**config.mk**
```make
export PLATFORM = sky130hd
export DESIGN_NAME = fp16_mant_div
export DESIGN_NICKNAME = d
export VERILOG_FILES = /design/src/rtl/fp16_mant_div.sv
export SDC_FILE = /design/constraint.sdc
export NUM_CORES = 1
export LEC_CHECK = 0
export ABC_AREA = 1
export CORE_UTILIZATION = 55
export CTS_BUF_LIST = sky130_fd_sc_hd__clkbuf_16
export CTS_CLUSTER_DIAMETER = 50
export DETAILED_ROUTE_END_ITERATION = 10
export HOLD_SLACK_MARGIN = 0.03
export PLACE_DENSITY = 0.81
export SLEW_MARGIN = 20
export SYNTH_ARGS = -nofsm -noshare
export SYNTH_HDL_FRONTEND = slang
export SYNTH_SLANG_ARGS = --single-unit
```
**constraint.sdc**
```tcl
create_clock -name clk -period 6.96 [get_ports clk]
set_input_delay 1.044 -clock clk [delete_from_list [all_inputs] [get_ports clk]]
set_output_delay 1.044 -clock clk [all_outputs]
set_load 0.03 [all_outputs]
```
**src/rtl/fp16_mant_div.sv**
```systemverilog
// Radix-2 restoring divider for fp16 significands (hidden bit included).
// Resolves one quotient bit per cycle and reports a sticky bit and divide-by-zero.
module fp16_mant_div #(
    parameter int MANT_W = 11,
    parameter int QUOT_W = MANT_W + 3
) (
    input  logic              clk,
    input  logic              rst,
    input  logic              in_valid,
    output logic              in_ready,
    input  logic [MANT_W-1:0] a,
    input  logic [MANT_W-1:0] b,
    output logic              out_valid,
    input  logic              out_ready,
    output logic [QUOT_W-1:0] q,
    output logic              sticky,
    output logic              dz
);

    localparam int CNT_W = $clog2(QUOT_W);

    typedef enum logic [1:0] {
        S_IDLE,
        S_BUSY,
        S_DONE
    } state_t;

    state_t            r_state;
    logic [MANT_W:0]   r_rem;
    logic [MANT_W-1:0] r_b;
    logic [CNT_W-1:0]  r_cnt;
    logic [QUOT_W-1:0] r_q;
    logic              r_sticky;
    logic              r_dz;

    logic              w_accept;
    logic              w_ge;
    logic [MANT_W:0]   w_diff;
    logic              w_ops_ok;

    assign in_ready  = (r_state == S_IDLE) | ((r_state == S_DONE) & out_ready);
    assign out_valid = (r_state == S_DONE);
    assign q         = r_q;
    assign sticky    = r_sticky;
    assign dz        = r_dz;

    assign w_accept = in_valid & in_ready;
    assign w_ge     = (r_rem >= {1'b0, r_b});
    assign w_diff   = w_ge ? (r_rem - {1'b0, r_b}) : r_rem;

    // w_diff < b always, so its top bit is zero and the left shift loses nothing.
    always_ff @(posedge clk) begin
        if (rst) begin
            r_state  <= S_IDLE;
            r_rem    <= '0;
            r_b      <= '0;
            r_cnt    <= '0;
            r_q      <= '0;
            r_sticky <= 1'b0;
            r_dz     <= 1'b0;
        end else begin
            case (r_state)
                S_BUSY: begin
                    r_q   <= {r_q[QUOT_W-2:0], w_ge};
                    r_rem <= {w_diff[MANT_W-1:0], 1'b0};
                    if (r_cnt == '0) begin
                        r_sticky <= (w_diff != '0);
                        r_state  <= S_DONE;
                    end else begin
                        r_cnt <= r_cnt - 1'b1;
                    end
                end
                default: begin
                    if (w_accept) begin
                        r_b      <= b;
                        r_rem    <= {1'b0, a};
                        r_cnt    <= CNT_W'(QUOT_W - 1);
                        r_sticky <= 1'b0;
                        r_dz     <= (b == '0);
                        r_q      <= (b == '0) ? '1 : '0;
                        r_state  <= (b == '0) ? S_DONE : S_BUSY;
                    end else if ((r_state == S_DONE) && out_ready) begin
                        r_state <= S_IDLE;
                    end
                end
            endcase
        end
    end

    // Operands must be normalised (hidden bit set) or exactly zero.
    assign w_ops_ok = ((a == '0) | a[MANT_W-1]) & ((b == '0) | b[MANT_W-1]);

    a_ops_normalised: assert property (@(posedge clk) disable iff (rst) w_accept |-> w_ops_ok);

endmodule
```
==> results of run 1 <==
metrics by stage:
stage,hold WS (ns),instances
after floorplan,0.433,431
after global placement,0.453,528
after detailed placement,0.466,528
after CTS,0.475,536
after global routing,0.502,536
final,0.478,536
area by class of cell:
type | instances | area, sq um | share of cell area
clock buffer | 5 | 125 | 0.0367
clock inverter | 3 | 15.0 | 0.00441
inverter | 59 | 221 | 0.0650
multi-input combinational | 312 | 1610 | 0.474
sequential | 45 | 901 | 0.265
tap | 67 | 83.8 | 0.0246
timing repair buffer | 45 | 445 | 0.131
cells in the final DEF, fill, tap and decap left out, types with 2 or more instances in the layout:
cell type        Yosys  layout
dfxtp_1             45      45
buf_4                0       2
a21oi_1             35      35
xnor2_1              2       2
nand2_4              2       2
ha_1                12      12
nand3_1             20      20
nand2_2              9       9
clkbuf_16            0       5
a31oi_1             10      10
nor2_1              30      30
inv_1               57      59
nand2_1            130     130
or2_1                3       3
clkdlybuf4s50_1      0      43
o21ai_0             30      30
nand4_1             12      12
worst max-delay path, stage by stage:
cell	delay, ns
clkdlybuf4s50_1	0.48
nor2_1	0.05
nor2_1	0.11
clkdlybuf4s50_1	0.68
where the power goes:
| group | leakage, nW | total [mW] | switching [mW] | internal, mW |
|---|---|---|---|---|
| combinational | 1.11 | 0.537 | 0.347 | 0.190 |
| sequential | 0.371 | 0.313 | 0.0219 | 0.291 |
| clock | 0.0724 | 0.227 | 0.0964 | 0.130 |
registers in the layout, summed over array words and instances (netlist names):
signal   count
r_cnt        4
r_b         11
q           14
dz           1
r_rem       12
r_state      2
sticky       1
cells by family (layout without fill, tap and decap cells):
family          after synthesis  count (layout)  share of synthesized area
xor+xnor                      3               3                    0.00938
compound gates               81              81                      0.158
simple gates                215             215                      0.347
buf+inv                      74             112                      0.103
fa+ha+maj                    13              13                     0.0607
flops                        45              45                      0.321
worst max path at each step:
stage / cells after the start / slack [ns] / end
6_report: 4 / 3.55 / in_ready
3_3_place_gp: 4 / 3.56 / in_ready
4_1_cts: 4 / 3.54 / in_ready
3_5_place_dp: 9 / 3.49 / r_state[1]
5_1_grt: 9 / 3.42 / q[11]
2_1_floorplan: 8 / 4.40 / r_rem[10]
routing by layer:
layer,routed length [um],vias up
met1,3230,1291
met4,119,0
met2,3190,98
met5,0,-
li1,-,1465
met3,530,12
==> flow_summary.json, run 1 <==
{
  "placed_area_sq_mm": 0.00327,
  "dieArea_sq_mm": 0.00539,
  "setup_viol": 0,
  "cts_hold_buffers": 0,
  "synth_top_area_share": 0.321,
  "critPathArrivalTime_ns": 2.37,
  "grt_use_met2": 0.448,
  "die_y_um": 73.4,
  "cts.sinks": 45,
  "synth_common_cells": "130 x nand2_1, 57 x inv_1, 45 x dfxtp_1",
  "synth-main-ff-cell": "dfxtp_1",
  "core_sq_mm": 0.00482,
  "grtUsageTotal": 0.278,
  "r2r_slack_ns": 4.47,
  "min_delay_worst_endpoint": "q[13]",
  "layout_min_cycle_time_ns": 3.41,
  "worst-slew-pin-transition_ns": 0.781,
  "wirelength_um": 7070,
  "async_reset_ff_frac": 0,
  "hp-start": "q[13]",
  "r2r_end": "sticky",
  "rr_startpoint": "r_b[9]",
  "postLayoutCoreUtil": 0.707,
  "hold_path_class": "register to register",
  "synth-edff-count": 0,
  "end_kind": "primary output",
  "ys_seq_elements": 45,
  "layout-drive-gt1-share": 0.0618,
  "fillCellCount": 428,
  "cts_buffer_depth": 2,
  "syn-cell-area_sq_mm": 0.00280,
  "io_pins": 44,
  "pwr_density_cell_mw_per_mm2": 316,
  "placementRows": 25,
  "ctsResizeCount": 0,
  "fin_total_pwr_mw": 1.08,
  "cp_max_fo": 2,
  "ctsRootBufferMaster": "clkbuf_16",
  "synth_top_area_cell": "dfxtp_1",
  "layout.nets": 507,
  "slew_viol_final": 0,
  "drc": 0,
  "grt_pass1_wl_um": 11600,
  "layout_worst_path_cycle_share": 0.490,
  "max_freq_mhz": 293,
  "grt_overflow": 0,
  "synth.avg_cell_area_sq_um": 6.50,
  "start_util": 0.582,
  "fin_skew_ns": 0.00337,
  "ys_types": 36,
  "crit_start": "out_ready",
  "first_pass_iters": 5,
  "globalplace.congestion": 0.947,
  "hold_viol": 0,
  "vias": 2866,
  "grt_pass1_vias": 2646,
  "pre_cts_ws_ns": 3.49,
  "h-tree-depth": 2,
  "outcome": "finished, final reports clean",
  "synthCells": 431,
  "synthToLayoutAreaGrowth_pct": 21.5,
  "diodes": 0,
  "critical_path_class": "primary input to primary output",
  "wire_per_inst_um": 13.2,
  "drt_first_iter_violations": 205,
  "yosysMostFrequentCell": "nand2_1",
  "max-cap-violations": 0,
  "antenna_found_initial": 0,
  "vdd_drop_max_mv": 0.180,
  "whs_path_depth": 2,
  "netlist_top_cells_area": "dfxtp_1 32%, nand2_1 17%, inv_1 7.6%",
  "die_x_um": 73.4,
  "ant_nets": 0,
  "clk_pin_slew_ns": 0.06,
  "total_leakage_power_nw": 1.55,
  "met1_usage": 0.371,
  "clk-insertion-delay-late_ns": 0.28,
  "tns_ns": 0,
  "syn-num-nets": 470,
  "grtUsageMet3": 0.0700,
  "postCtsSetupBuffers": 0,
  "numPortBuffers": 43,
  "grt-busiest-layer": "met2",
  "startpoint_type": "primary input",
  "cts_made_buffers": 5,
  "synth-seq-area-share": 0.321,
  "cts_tree": "yes",
  "layout_setup_ws_ns": 3.55,
  "rr_worst_depth": 14,
  "rsz0062_at_grt": "no",
  "synth_warnings": 0,
  "grt_max_degree": 34,
  "cp.required_ns": 5.92,
  "hpwl_um": 5100,
  "viasPerCell": 5.35,
  "final_cell_area_sq_mm": 0.00341,
  "relSlewSlack": 0.476
}
Note: power is estimated with default switching activity, not from simulation.
==> inputs of run 2 (changes only) <==
Settings changed: CORE_UTILIZATION 55 to 54, PLACE_DENSITY 0.81 to 0.8.
Clock period 6.96 ns to 3.5 ns, I/O delays scaled along.
==> flow_summary.json, run 2 (synthesis gave the netlist of run 1 again) <==
{
  "cts_buffer_depth": 2,
  "grt_pass1_vias": 2578,
  "drt_first_iter_violations": 203,
  "cp.required_ns": 3.65,
  "ant_nets": 0,
  "hold_viol": 0,
  "fin_skew_ns": 0.00868,
  "outcome": "finished, final reports clean",
  "layout.nets": 510,
  "cts_made_buffers": 5,
  "synthToLayoutAreaGrowth_pct": 23.3,
  "postCtsSetupBuffers": 0,
  "cts.sinks": 45,
  "die_y_um": 74.0,
  "layout_worst_path_cycle_share": 0.685,
  "vdd_drop_max_mv": 0.322,
  "fin_cells": 539,
  "antenna_found_initial": 0,
  "globalplace.congestion": 1.03,
  "cts_hold_buffers": 0,
  "core_sq_mm": 0.00485,
  "layout_min_cycle_time_ns": 2.40,
  "cp_max_fo": 3,
  "hpwl_um": 5220,
  "h-tree-depth": 2,
  "final_cell_area_sq_mm": 0.00346,
  "fillCellCount": 424,
  "vias": 2868,
  "grtUsageTotal": 0.286,
  "hold_path_class": "register to register",
  "numPortBuffers": 43,
  "fin_total_pwr_mw": 2.22,
  "grt_overflow": 0,
  "setup_viol": 0,
  "total_leakage_power_nw": 1.58,
  "first_pass_iters": 5,
  "max-cap-violations": 0,
  "grt_pass1_wl_um": 11900,
  "ctsResizeCount": 0,
  "placed_area_sq_mm": 0.00329,
  "layout-drive-gt1-share": 0.0699,
  "mostFrequentLayoutCell": "nand2_1",
  "critical_path_class": "register to register",
  "start_util": 0.578,
  "tns_ns": 0,
  "dieArea_sq_mm": 0.00548,
  "wire_per_inst_um": 13.3,
  "slew_viol_final": 0,
  "rsz0062_at_grt": "no",
  "final_cell_mix": "130 x nand2_1, 58 x inv_1, 45 x dfxtp_1, 43 x clkdlybuf4s50_1, 35 x a21oi_1",
  "placementRows": 25,
  "drc": 0,
  "grt_max_degree": 27,
  "viasPerCell": 5.32,
  "pwr_density_cell_mw_per_mm2": 644,
  "ctsRootBufferMaster": "clkbuf_16",
  "clk_pin_slew_ns": 0.06,
  "die_x_um": 74.0,
  "relSlewSlack": 0.565,
  "max_freq_mhz": 417,
  "clk-insertion-delay-late_ns": 0.29,
  "startpoint_type": "register",
  "end_kind": "register",
  "cts_tree": "yes",
  "critPathArrivalTime_ns": 2.55,
  "place_inst": 531,
  "largest_reg_flops": 14,
  "wirelength_um": 7140,
  "diodes": 0,
  "io_pins": 44,
  "worst-slew-pin-transition_ns": 0.650
}
-- run 2: final cells by class --
class	instances	area (sq um)	area share
clock buffer	5	125	0.0362
sequential	45	901	0.261
tap	67	83.8	0.0243
timing repair buffer	48	468	0.135
inverter	59	221	0.0641
clock inverter	3	42.5	0.0123
multi-input combinational	312	1610	0.467
-- run 2: worst max-delay path: stages (launching register included) --
cell,delay (ns)
dfxtp_1,0.33
inv_1,0.06
ha_1,0.22
fa_1,0.41
inv_1,0.10
nand2_1,0.05
nand2_1,0.14
nand3_1,0.11
nand3_1,0.12
nand2_1,0.08
nand2_2,0.06
nand2_1,0.10
nor2_1,0.10
nand2_1,0.06
nor2_1,0.15
nand2_1,0.07
nand2_1,0.07
a21oi_2,0.04
-- run 2: stage by stage --
step	hold WS, ns	setup slack (ns)	util
4_1_cts	0.462	1.12	0.713
2_1_floorplan	0.433	1.32	-
3_3_place_gp	0.447	0.985	0.678
6_report	0.465	1.10	0.713
3_5_place_dp	0.455	1.01	0.678
5_1_grt	0.500	0.880	0.713
-- run 2: path summary, 6_finish.rpt --
check / slack (ns) / depth (start not counted) / to / from
max: 1.10 / 17 / sticky / r_rem[0]
min: 0.47 / 2 / q[13] / q[13]
max reg2reg: 1.10 / 17 / sticky / r_rem[0]
min reg2reg: 0.47 / 2 / q[13] / q[13]
-- run 2: where the power goes --
group          switching, mW  internal (mW)  leakage, nW
Combinational          0.686          0.384         1.12
Sequential            0.0462          0.579        0.371
Clock                  0.194          0.335       0.0852
-- run 2: per-layer routing --
metal / track usage / wire length (um) / vias to the layer above
met4: 0.0791 / 122 / 0
met3: 0.0447 / 491 / 11
met1: 0.410 / 3370 / 1283
met2: 0.445 / 3160 / 101
li1: - / - / 1473
met5: 0 / 0 / -
